**config.mk**
```make
export PLATFORM = sky130hd
export DESIGN_NAME = tv_seq_gen_flat
export DESIGN_NICKNAME = d
export VERILOG_FILES = /design/src/rtl/tv_seq_gen_pkg.sv /design/src/rtl/tv_seq_gen_if.sv /design/src/rtl/tv_seq_gen_lfsr.sv /design/src/rtl/tv_seq_gen.sv /design/src/flat_wrapper.sv
export SDC_FILE = /design/constraint.sdc
export NUM_CORES = 1
export LEC_CHECK = 0
export BUFFER_PORTS_ARGS = -buffer_cell sky130_fd_sc_hd__clkbuf_2
export CAP_MARGIN = 25
export CORE_UTILIZATION = 40
export CTS_CLUSTER_SIZE = 14
export DETAILED_ROUTE_END_ITERATION = 7
export PLACE_DENSITY_LB_ADDON = 0.1
export SYNTH_ARGS = -nofsm -noshare
export SYNTH_HDL_FRONTEND = slang
export SYNTH_HIERARCHICAL = 1
export SYNTH_SLANG_ARGS = --single-unit
```
**constraint.sdc**
```tcl
create_clock -name clk -period 5.15 [get_ports clk]
set_clock_uncertainty 0.15 [all_clocks]
set_input_delay 0 -clock clk [delete_from_list [all_inputs] [get_ports clk]]
set_output_delay 0 -clock clk [all_outputs]
set_load 0.01 [all_outputs]
```
**src/rtl/tv_seq_gen_pkg.sv**
```systemverilog
// Shared definitions for the test-vector sequencer: mode codes, FSM states,
// maximal-length LFSR tap table and per-mode set size.
package tv_seq_pkg;

   localparam logic [1:0] MODE_BIN  = 2'd0;
   localparam logic [1:0] MODE_GRAY = 2'd1;
   localparam logic [1:0] MODE_WALK = 2'd2;
   localparam logic [1:0] MODE_LFSR = 2'd3;

   typedef enum logic [1:0] {
      ST_IDLE = 2'd0,
      ST_RUN  = 2'd1,
      ST_DONE = 2'd2
   } state_e;

   // Tap masks for a shift-left Fibonacci LFSR; bit WIDTH-1 is always a tap.
   function automatic logic [15:0] lfsr_taps(input int unsigned width);
      case (width)
         2:       return 16'h0003;
         3:       return 16'h0006;
         4:       return 16'h000C;
         5:       return 16'h0014;
         6:       return 16'h0030;
         7:       return 16'h0060;
         8:       return 16'h00B8;
         9:       return 16'h0110;
         10:      return 16'h0240;
         11:      return 16'h0500;
         12:      return 16'h0829;
         13:      return 16'h100D;
         14:      return 16'h2015;
         15:      return 16'h6000;
         16:      return 16'hD008;
         default: return 16'h0000;
      endcase
   endfunction

   function automatic logic [16:0] n_vectors(input logic [1:0] mode, input int unsigned width);
      case (mode)
         MODE_WALK: return 17'(width);
         MODE_LFSR: return (17'd1 << width) - 17'd1;
         default:   return 17'd1 << width;
      endcase
   endfunction

endpackage

```
**src/rtl/tv_seq_gen_if.sv**
```systemverilog
// Control and vector bus between the sequencer (master) and the checker bench (slave).
interface tv_seq_gen_if #(
   parameter int WIDTH = 3
);
   logic             start;
   logic             stop;
   logic [1:0]       mode;
   logic [WIDTH-1:0] vec;
   logic [WIDTH:0]   idx;
   logic             valid;
   logic             last;
   logic             busy;
   logic             done;

   modport master (
      input  start, stop, mode,
      output vec, idx, valid, last, busy, done
   );

   modport slave (
      output start, stop, mode,
      input  vec, idx, valid, last, busy, done
   );
endinterface

```
**src/rtl/tv_seq_gen_lfsr.sv**
```systemverilog
// Maximal-length Fibonacci LFSR that runs one step ahead of the displayed vector:
// q always holds the vector that follows the one currently presented.
module tv_lfsr
   import tv_seq_pkg::*;
#(
   parameter int WIDTH = 3
) (
   input  logic             clk,
   input  logic             rst,
   input  logic             load,
   input  logic             adv,
   output logic [WIDTH-1:0] q
);

   localparam logic [15:0]      TAPS_ALL = lfsr_taps(WIDTH);
   localparam logic [WIDTH-1:0] TAPS     = TAPS_ALL[WIDTH-1:0];
   localparam logic [WIDTH-1:0] SEED     = WIDTH'(1);

   logic [WIDTH-1:0] lfsr_q, lfsr_d;

   function automatic logic [WIDTH-1:0] step(input logic [WIDTH-1:0] v);
      return {v[WIDTH-2:0], ^(v & TAPS)};
   endfunction

   // Loading places the successor of the seed, since the seed itself goes straight to the output.
   always_comb begin
      lfsr_d = lfsr_q;
      if (load)
         lfsr_d = step(SEED);
      else if (adv)
         lfsr_d = step(lfsr_q);
   end

   always_ff @(posedge clk or negedge rst) begin
      if (!rst)
         lfsr_q <= '0;
      else
         lfsr_q <= lfsr_d;
   end

   assign q = lfsr_q;

endmodule

```
**src/rtl/tv_seq_gen.sv**
```systemverilog
// Test-vector sequencer: on start, presents a full binary, Gray, walking-one or
// LFSR pattern set, each vector held HOLD cycles, with registered handshake flags.
module tv_seq_gen
   import tv_seq_pkg::*;
#(
   parameter int WIDTH = 3,
   parameter int HOLD  = 1
) (
   input logic          clk,
   input logic          rst,
   tv_seq_gen_if.master bus
);

   localparam logic [7:0] HOLD_LAST = 8'(HOLD - 1);

   state_e           state_q, state_d;
   logic [1:0]       mode_q, mode_d;
   logic [7:0]       hold_q, hold_d;
   logic [WIDTH:0]   idx_q, idx_d;
   logic [WIDTH-1:0] vec_q, vec_d;
   logic             valid_q, valid_d;
   logic             last_q, last_d;
   logic             busy_q, busy_d;
   logic             done_q, done_d;

   logic             lfsr_load, lfsr_adv;
   logic [WIDTH-1:0] lfsr_q;
   logic [WIDTH:0]   idx_inc;
   logic [WIDTH:0]   n_last;

   tv_lfsr #(.WIDTH(WIDTH)) u_lfsr (
      .clk  (clk),
      .rst  (rst),
      .load (lfsr_load),
      .adv  (lfsr_adv),
      .q    (lfsr_q)
   );

   function automatic logic [WIDTH-1:0] vec_of(input logic [1:0]       m,
                                               input logic [WIDTH:0]   i,
                                               input logic [WIDTH-1:0] lfsr_val);
      logic [WIDTH-1:0] b;
      b = i[WIDTH-1:0];
      case (m)
         MODE_GRAY: return b ^ (b >> 1);
         MODE_WALK: return WIDTH'(1) << i;
         MODE_LFSR: return lfsr_val;
         default:   return b;
      endcase
   endfunction

   always_comb begin
      state_d   = state_q;
      mode_d    = mode_q;
      hold_d    = hold_q;
      idx_d     = idx_q;
      vec_d     = vec_q;
      valid_d   = valid_q;
      last_d    = last_q;
      busy_d    = busy_q;
      done_d    = 1'b0;
      lfsr_load = 1'b0;
      lfsr_adv  = 1'b0;
      idx_inc   = idx_q + (WIDTH+1)'(1);
      n_last    = (WIDTH+1)'(n_vectors(mode_q, WIDTH) - 17'd1);

      case (state_q)
         ST_IDLE: begin
            if (bus.start && !bus.stop) begin
               state_d   = ST_RUN;
               mode_d    = bus.mode;
               hold_d    = 8'd0;
               idx_d     = '0;
               lfsr_load = 1'b1;
               vec_d     = vec_of(bus.mode, '0, WIDTH'(1));
               valid_d   = 1'b1;
               busy_d    = 1'b1;
               last_d    = 1'b0;
            end
         end
         ST_RUN: begin
            // Abort wins over a coincident vector wrap.
            if (bus.stop) begin
               state_d = ST_IDLE;
               hold_d  = 8'd0;
               idx_d   = '0;
               vec_d   = '0;
               valid_d = 1'b0;
               last_d  = 1'b0;
               busy_d  = 1'b0;
            end else if (hold_q == HOLD_LAST) begin
               hold_d = 8'd0;
               if (idx_q == n_last) begin
                  state_d = ST_DONE;
                  done_d  = 1'b1;
                  idx_d   = '0;
                  vec_d   = '0;
                  valid_d = 1'b0;
                  last_d  = 1'b0;
                  busy_d  = 1'b0;
               end else begin
                  idx_d    = idx_inc;
                  lfsr_adv = 1'b1;
                  vec_d    = vec_of(mode_q, idx_inc, lfsr_q);
                  last_d   = (idx_inc == n_last);
               end
            end else begin
               hold_d = hold_q + 8'd1;
            end
         end
         ST_DONE: state_d = ST_IDLE;
         default: state_d = ST_IDLE;
      endcase
   end

   always_ff @(posedge clk or negedge rst) begin
      if (!rst) begin
         state_q <= ST_IDLE;
         mode_q  <= MODE_BIN;
         hold_q  <= 8'd0;
         idx_q   <= '0;
         vec_q   <= '0;
         valid_q <= 1'b0;
         last_q  <= 1'b0;
         busy_q  <= 1'b0;
         done_q  <= 1'b0;
      end else begin
         state_q <= state_d;
         mode_q  <= mode_d;
         hold_q  <= hold_d;
         idx_q   <= idx_d;
         vec_q   <= vec_d;
         valid_q <= valid_d;
         last_q  <= last_d;
         busy_q  <= busy_d;
         done_q  <= done_d;
      end
   end

   assign bus.vec   = vec_q;
   assign bus.idx   = idx_q;
   assign bus.valid = valid_q;
   assign bus.last  = last_q;
   assign bus.busy  = busy_q;
   assign bus.done  = done_q;

endmodule

```
**src/flat_wrapper.sv**
```systemverilog
// flat-port wrapper written by rule: the top's interface ports become plain ports
module tv_seq_gen_flat import tv_seq_pkg::*;
#(
   parameter int WIDTH = 3,
   parameter int HOLD  = 1
)
  (clk, rst, bus_start, bus_stop, bus_mode, bus_vec, bus_idx, bus_valid, bus_last, bus_busy, bus_done);
  tv_seq_gen_if #(.WIDTH(WIDTH)) bus_i ();
  input logic clk;
  input logic rst;
  input wire logic [$bits(bus_i.start)-1:0] bus_start;
  input wire logic [$bits(bus_i.stop)-1:0] bus_stop;
  input wire logic [$bits(bus_i.mode)-1:0] bus_mode;
  output wire logic [$bits(bus_i.vec)-1:0] bus_vec;
  output wire logic [$bits(bus_i.idx)-1:0] bus_idx;
  output wire logic [$bits(bus_i.valid)-1:0] bus_valid;
  output wire logic [$bits(bus_i.last)-1:0] bus_last;
  output wire logic [$bits(bus_i.busy)-1:0] bus_busy;
  output wire logic [$bits(bus_i.done)-1:0] bus_done;
  assign bus_i.start = bus_start;
  assign bus_i.stop = bus_stop;
  assign bus_i.mode = bus_mode;
  assign bus_vec = bus_i.vec;
  assign bus_idx = bus_i.idx;
  assign bus_valid = bus_i.valid;
  assign bus_last = bus_i.last;
  assign bus_busy = bus_i.busy;
  assign bus_done = bus_i.done;
  tv_seq_gen #(.WIDTH(WIDTH), .HOLD(HOLD)) u_core (.clk(clk), .rst(rst), .bus(bus_i));
endmodule
```
### After elaboration in Yosys (flattened, before gate mapping)

Index checks and enable logic that the tools add are counted.

| cells by class | value |
|---|---|
| bitwise logic cells | 1 |
| muxes and demuxes | 44 |
| reduce and logical (&&, ||, !) cells | 13 |
| add/subtract/negate cells | 3 |
| equal/unequal tests | 11 |
| shifts and indexed selects | 1 |

Operators by type and width:

| cell | number |
|---|---|
| 8-bit two-way mux | 3 |
| 1-bit two-way mux | 19 |
| 3-bit two-way mux | 6 |
| 4-bit two-way mux | 4 |
| 4-bit one-hot mux with 2 select lines | 2 |
| 8-bit one-hot mux with 2 select lines | 1 |
| 3-bit one-hot mux with 3 select lines | 1 |
| 8-bit by 1-bit adder with 8-bit output (second input constant) | 1 |
| 2-bit equality test (second input constant) | 4 |
| 4-bit equality test | 2 |
| 8-bit zero test | 1 |
| 2-bit two-way mux | 4 |
| 3-bit by 2-bit != test with 1-bit output (second input constant) | 2 |
| 3-bit one-hot mux with 2 select lines | 1 |
| 3-bit AND reduction | 2 |
| 4-bit by 1-bit adder with 4-bit output (second input constant) | 1 |
| 2-bit by 1-bit equality test with 1-bit output (second input constant) | 2 |
| 1-bit one-hot mux with 2 select lines | 2 |
| 2-bit one-hot mux with 2 select lines | 1 |
| 2-bit AND reduction | 2 |
| 4-bit AND reduction | 1 |
| 2-bit nonzero test | 2 |
| 1-bit by 4-bit left shift with 3-bit output (first input constant) | 1 |
| 4-bit by 1-bit subtractor with 4-bit output (second input constant) | 1 |
| other kinds (7) | 7 |

| word-level totals | value |
|---|---|
| word-level logic and storage cells | 82 |
| output and inout bits | 11 |
| register bits after elaboration | 25 |

### Longest topological paths before layout

| logic depth | value |
|---|---|
| word-level depth | 10 |
| mapped depth | 8 |

### Hierarchy

The synthesis kept the hierarchy.

By module, submodules not included:

| module | cells each | times used | sequential area each (um^2) | area each (um^2) |
|---|---|---|---|---|
| tv_seq_gen | 143 | 1 | 550.5 | 1340.0 |
| tv_lfsr | 10 | 1 | 75.1 | 128.9 |

### Worst setup path after synthesis

No wires, ideal clock.

| path | value |
|---|---|
| path type | register to register |
| start point | register u_core.hold_q[0] |
| end point | register u_core.u_lfsr.lfsr_q[1], in the netlist u_core/u_lfsr/q[1] |
| data arrival time | 1.689 ns |
| clock period less this slack | 1.963 ns |
| path slack | 3.187 ns |
| cell stages (with the launch flop) | 9 |
| cells stage by stage | dfrtp_1 -> inv_1 -> ha_1 -> nor4b_2 -> and3b_1 -> buf_4 -> and2_1 -> nor2b_1 -> a211o_1 |

| on the way | value |
|---|---|
| longest elaborated chain between the ends | 5 |

RTL lines:

| element | line | source |
|---|---|---|
| from (decl) | tv_seq_gen.sv:18 | `logic [7:0] hold_q, hold_d;` |
| from (signal assigned) | tv_seq_gen.sv:130 | `hold_q <= hold_d;` |
| 8-bit zero test | tv_seq_gen.sv:91 | `end else if (hold_q == HOLD_LAST) begin` |
| 1-bit two-way mux | tv_seq_gen.sv:91 |  |
| 1-bit two-way mux | tv_seq_gen.sv:83 | `if (bus.stop) begin` |
| 1-bit two-way mux | tv_seq_gen.sv:67 | `case (state_q)` |
| net u_core.lfsr_adv | tv_seq_gen.sv:26 | `logic lfsr_load, lfsr_adv;` |
| 2-bit nonzero test (no source line) | -- |  |
| to (signal assigned) | tv_seq_gen_lfsr.sv:38 | `lfsr_q <= lfsr_d;` |
| to (decl) | tv_seq_gen_lfsr.sv:19 | `logic [WIDTH-1:0] lfsr_q, lfsr_d;` |

The timed path passes the listed nets, and every way through them passes these cells.
A chain may end at the register's enable or synchronous reset.

### Worst setup path after layout

Same ends and word-level chain as after synthesis.

==> impl_metrics.tcl <==
set metrics [dict create \
    status "complete, no violations" \
    core-area_mm2 0.00342 \
    synthTopCellsByCount "25 x dfrtp_1, 10 x nand2_1, 9 x inv_1" \
    synth_area_leader_cell "dfrtp_1" \
    hold_violations 0 \
    rsz0062_at_grt "false" \
    worstPathRequired_ns 5.21 \
    fmax_mhz 457 \
    nNetsFinal 179 \
    period_share 0.425 \
    n_antenna_cell 0 \
    maxSlewViolCount 0 \
    cts-root-to-sink-buffers 2 \
    hpwlAfterDp_um 2210 \
    synth-xor-area-share 0.0358 \
    path_class "flop to flop" \
    async_reset_ff_frac 1.00 \
    postCtsResizedCells 0 \
    fin_setup_tns_ns 0 \
    overflow 0 \
    utilization 0.477 \
    synth.most_common_cell "dfrtp_1" \
    dieArea_mm2 0.00392 \
    synth-edff-count 0 \
    antenna_found_initial 0 \
    vias 1196 \
    clk_pin_slew_worst_paths_ns 0.14 \
    cts_hold_buf 3 \
    slew_headroom 0.398 \
    insertion_delay_ns 0.32 \
    gp_congestion 0.739 \
    htree_levels 1 \
    path_max_fanout 7 \
    firstDrtPassIters 4 \
    leakagePower_uw 0.000692 \
    cts_tree "yes" \
    setup-violations-final 0 \
    grt_pass1_vias 1114 \
    drive_above_1_share 0.178 \
    fp.dieH_um 62.6 \
    cts_root_buffer "clkbuf_4" \
    fin_crit_ns 2.19 \
    final_cell_count_no_fill 215 \
    drc 0 \
    fillCellCount 364 \
    cts.sinks 25 \
    final_cell_area_mm2 0.00163 \
    wl_um 3060 \
    cts_buffers 3 \
    hold_class "primary input to asynchronous set/reset pin" \
    synth_area_leaders "dfrtp_1 43%, nor2b_1 3.0%, o21ai_0 2.7%" \
    cts_setup_buffers 0 \
    synth_mux_area_frac 0.00681 \
    crit_family "simple AND/OR/NAND/NOR gates" \
    syn2layout_area_growth_pct 10.8 \
    io_pins 17 \
    path_buf_inv 1 \
    ys_ff_latch 25 \
    first_iter_violations 63 \
    synth-compound-area-share 0.217 \
    powerDensity_mw_per_mm2 275 \
    synth.avg_cell_area_um2 9.60 \
    ys_seq_area_frac 0.426 \
    yosys.area_share.simple 0.237 \
    synth-main-ff-cell "dfrtp_1" \
    routedWlPerCell_um 14.2 \
    maxCapViolations 0 \
    cp-start-kind "flop" \
    syn-num-nets 162 \
    yosysWarnings 6 \
    rows 21 \
    vias_per_cell 5.56 \
    arrival_ns 2.25 \
    initial_core_util 0.430 \
    max_stage_delay_ns 0.46 \
    dp_cells 208 \
    ir_drop_uv 185 \
    grt_usage 0.171 \
    place_area_mm2 0.00157 \
    syn_inst 153 \
    die_w_um 62.6 \
    synth_top_family_by_area "simple AND/OR/NAND/NOR gates" \
    drt.antenna.violating_nets 0 \
    grt_pass1_wl_um 5310 \
    synth_top_cell_area_share 0.426 \
    grt_max_degree 26 \
    cpMaxStageDelayCell "dfrtp_1" \
    synthAdderAreaFrac 0.0256 \
    synth.cell_area_mm2 0.00147 \
    crit_path_end_kind "flop" \
    worstMarginPinSlew_ns 0.897 \
    cp_cell_sequence "inv_1, ha_1, nor4b_2, and3b_1, and2_1, nor2b_1, a211o_1" \
    ys_types 48 \
    io_buffers 16 \
]
==> cells in the final DEF (no fill, tap or decap), types with 3 or more instances in the layout <==
master,count
o21ai_1,3
nor2_1,7
nor3_1,5
o21ai_0,8
clkbuf_4,3
dlygate4sd3_1,3
a21oi_1,4
a31oi_1,3
o311ai_0,3
or3_1,4
xnor2_1,4
nand2_1,10
clkbuf_2,16
inv_1,9
nor2b_1,7
o2bb2ai_1,4
nand3_1,7
dfrtp_1,25
ha_1,3
==> worst register-to-register path: cells and delay by family (launching register included) <==
family          cells  cell delay, ns
fa+ha+maj           1            0.13
simple gates        4            1.00
flops               1            0.46
compound gates      1            0.27
buf+inv             1            0.08
==> state kept, by name, indices dropped and copies added, names as in the netlist <==
| name | count |
|---|---|
| u_core/hold_q | 8 |
| u_core/bus.busy | 1 |
| u_core/bus.vec | 3 |
| u_core/u_lfsr/q | 3 |
| u_core/state_q | 2 |
| u_core/bus.last | 1 |
| u_core/mode_q | 2 |
| u_core/bus.idx | 4 |
| u_core/bus.done | 1 |
==> routing by layer <==
metal | up-vias | wire [µm] | GRT usage
li1 | 599 | - | -
met1 | 579 | 1620 | 0.256
met2 | 16 | 1350 | 0.247
met3 | 2 | 74 | 0.0219
met4 | 0 | 19 | 0.0669
met5 | - | 0 | 0
==> path summary, 6_finish.rpt <==
kind,from,end,slack (ns),cells after the start
max,u_core/hold_q[0]$_DFFE_PN0P_,u_core/u_lfsr/q[1]$_DFFE_PN0P_,2.96,7
min,rst,u_core/hold_q[5]$_DFFE_PN0P_,0.05,2
max reg2reg,u_core/hold_q[0]$_DFFE_PN0P_,u_core/u_lfsr/q[1]$_DFFE_PN0P_,2.96,7
min reg2reg,u_core/bus.vec[1]$_DFFE_PN0P_,u_core/bus.vec[1]$_DFFE_PN0P_,0.36,1
max in group asynchronous,rst,u_core/bus.vec[1]$_DFFE_PN0P_,4.40,2
min in group clk,bus_start,u_core/hold_q[3]$_DFFE_PN0P_,0.05,5
==> through the flow <==
| step | power [µW] | worst slack [ns] | hold WS [ns] |
|---|---|---|---|
| final | 448 | 2.96 | 0.0456 |
| after global routing | 478 | 2.81 | 0.0792 |
| after CTS | 453 | 2.97 | 0.0176 |
| after detailed placement | 361 | 3.01 | -0.111 |
| after global placement | 360 | 3.03 | -0.101 |
| after floorplan | 332 | 3.19 | -0.446 |
==> logic make-up (layout without fill, tap and decap cells) <==
kind of cell | count (synthesis) | in the layout
AOI/OAI and AO/OA | 43 | 43
xor gates and xnor gates | 6 | 6
adders and majority gates | 3 | 3
buffers and inverters | 17 | 33
DFF | 25 | 25
muxes | 1 | 1
and+or+nand+nor | 58 | 58
==> power breakdown <==
group          internal [µW]  switching (µW)  leakage [µW]
sequential               215            28.6      0.000336
combinational           52.4            62.9      0.000341
clock                   30.3            59.0     0.0000150
==> layout make-up <==
type,instances,area (µm²),share of cell area
multi-input cells,111,767,0.471
flip-flops and latches,25,626,0.384
repair buffers,20,118,0.0723
well taps,46,57.6,0.0354
inverters,9,33.8,0.0208
clock buffers,4,26.3,0.0161
No activity file was read; power rests on OpenSTA's default activity.
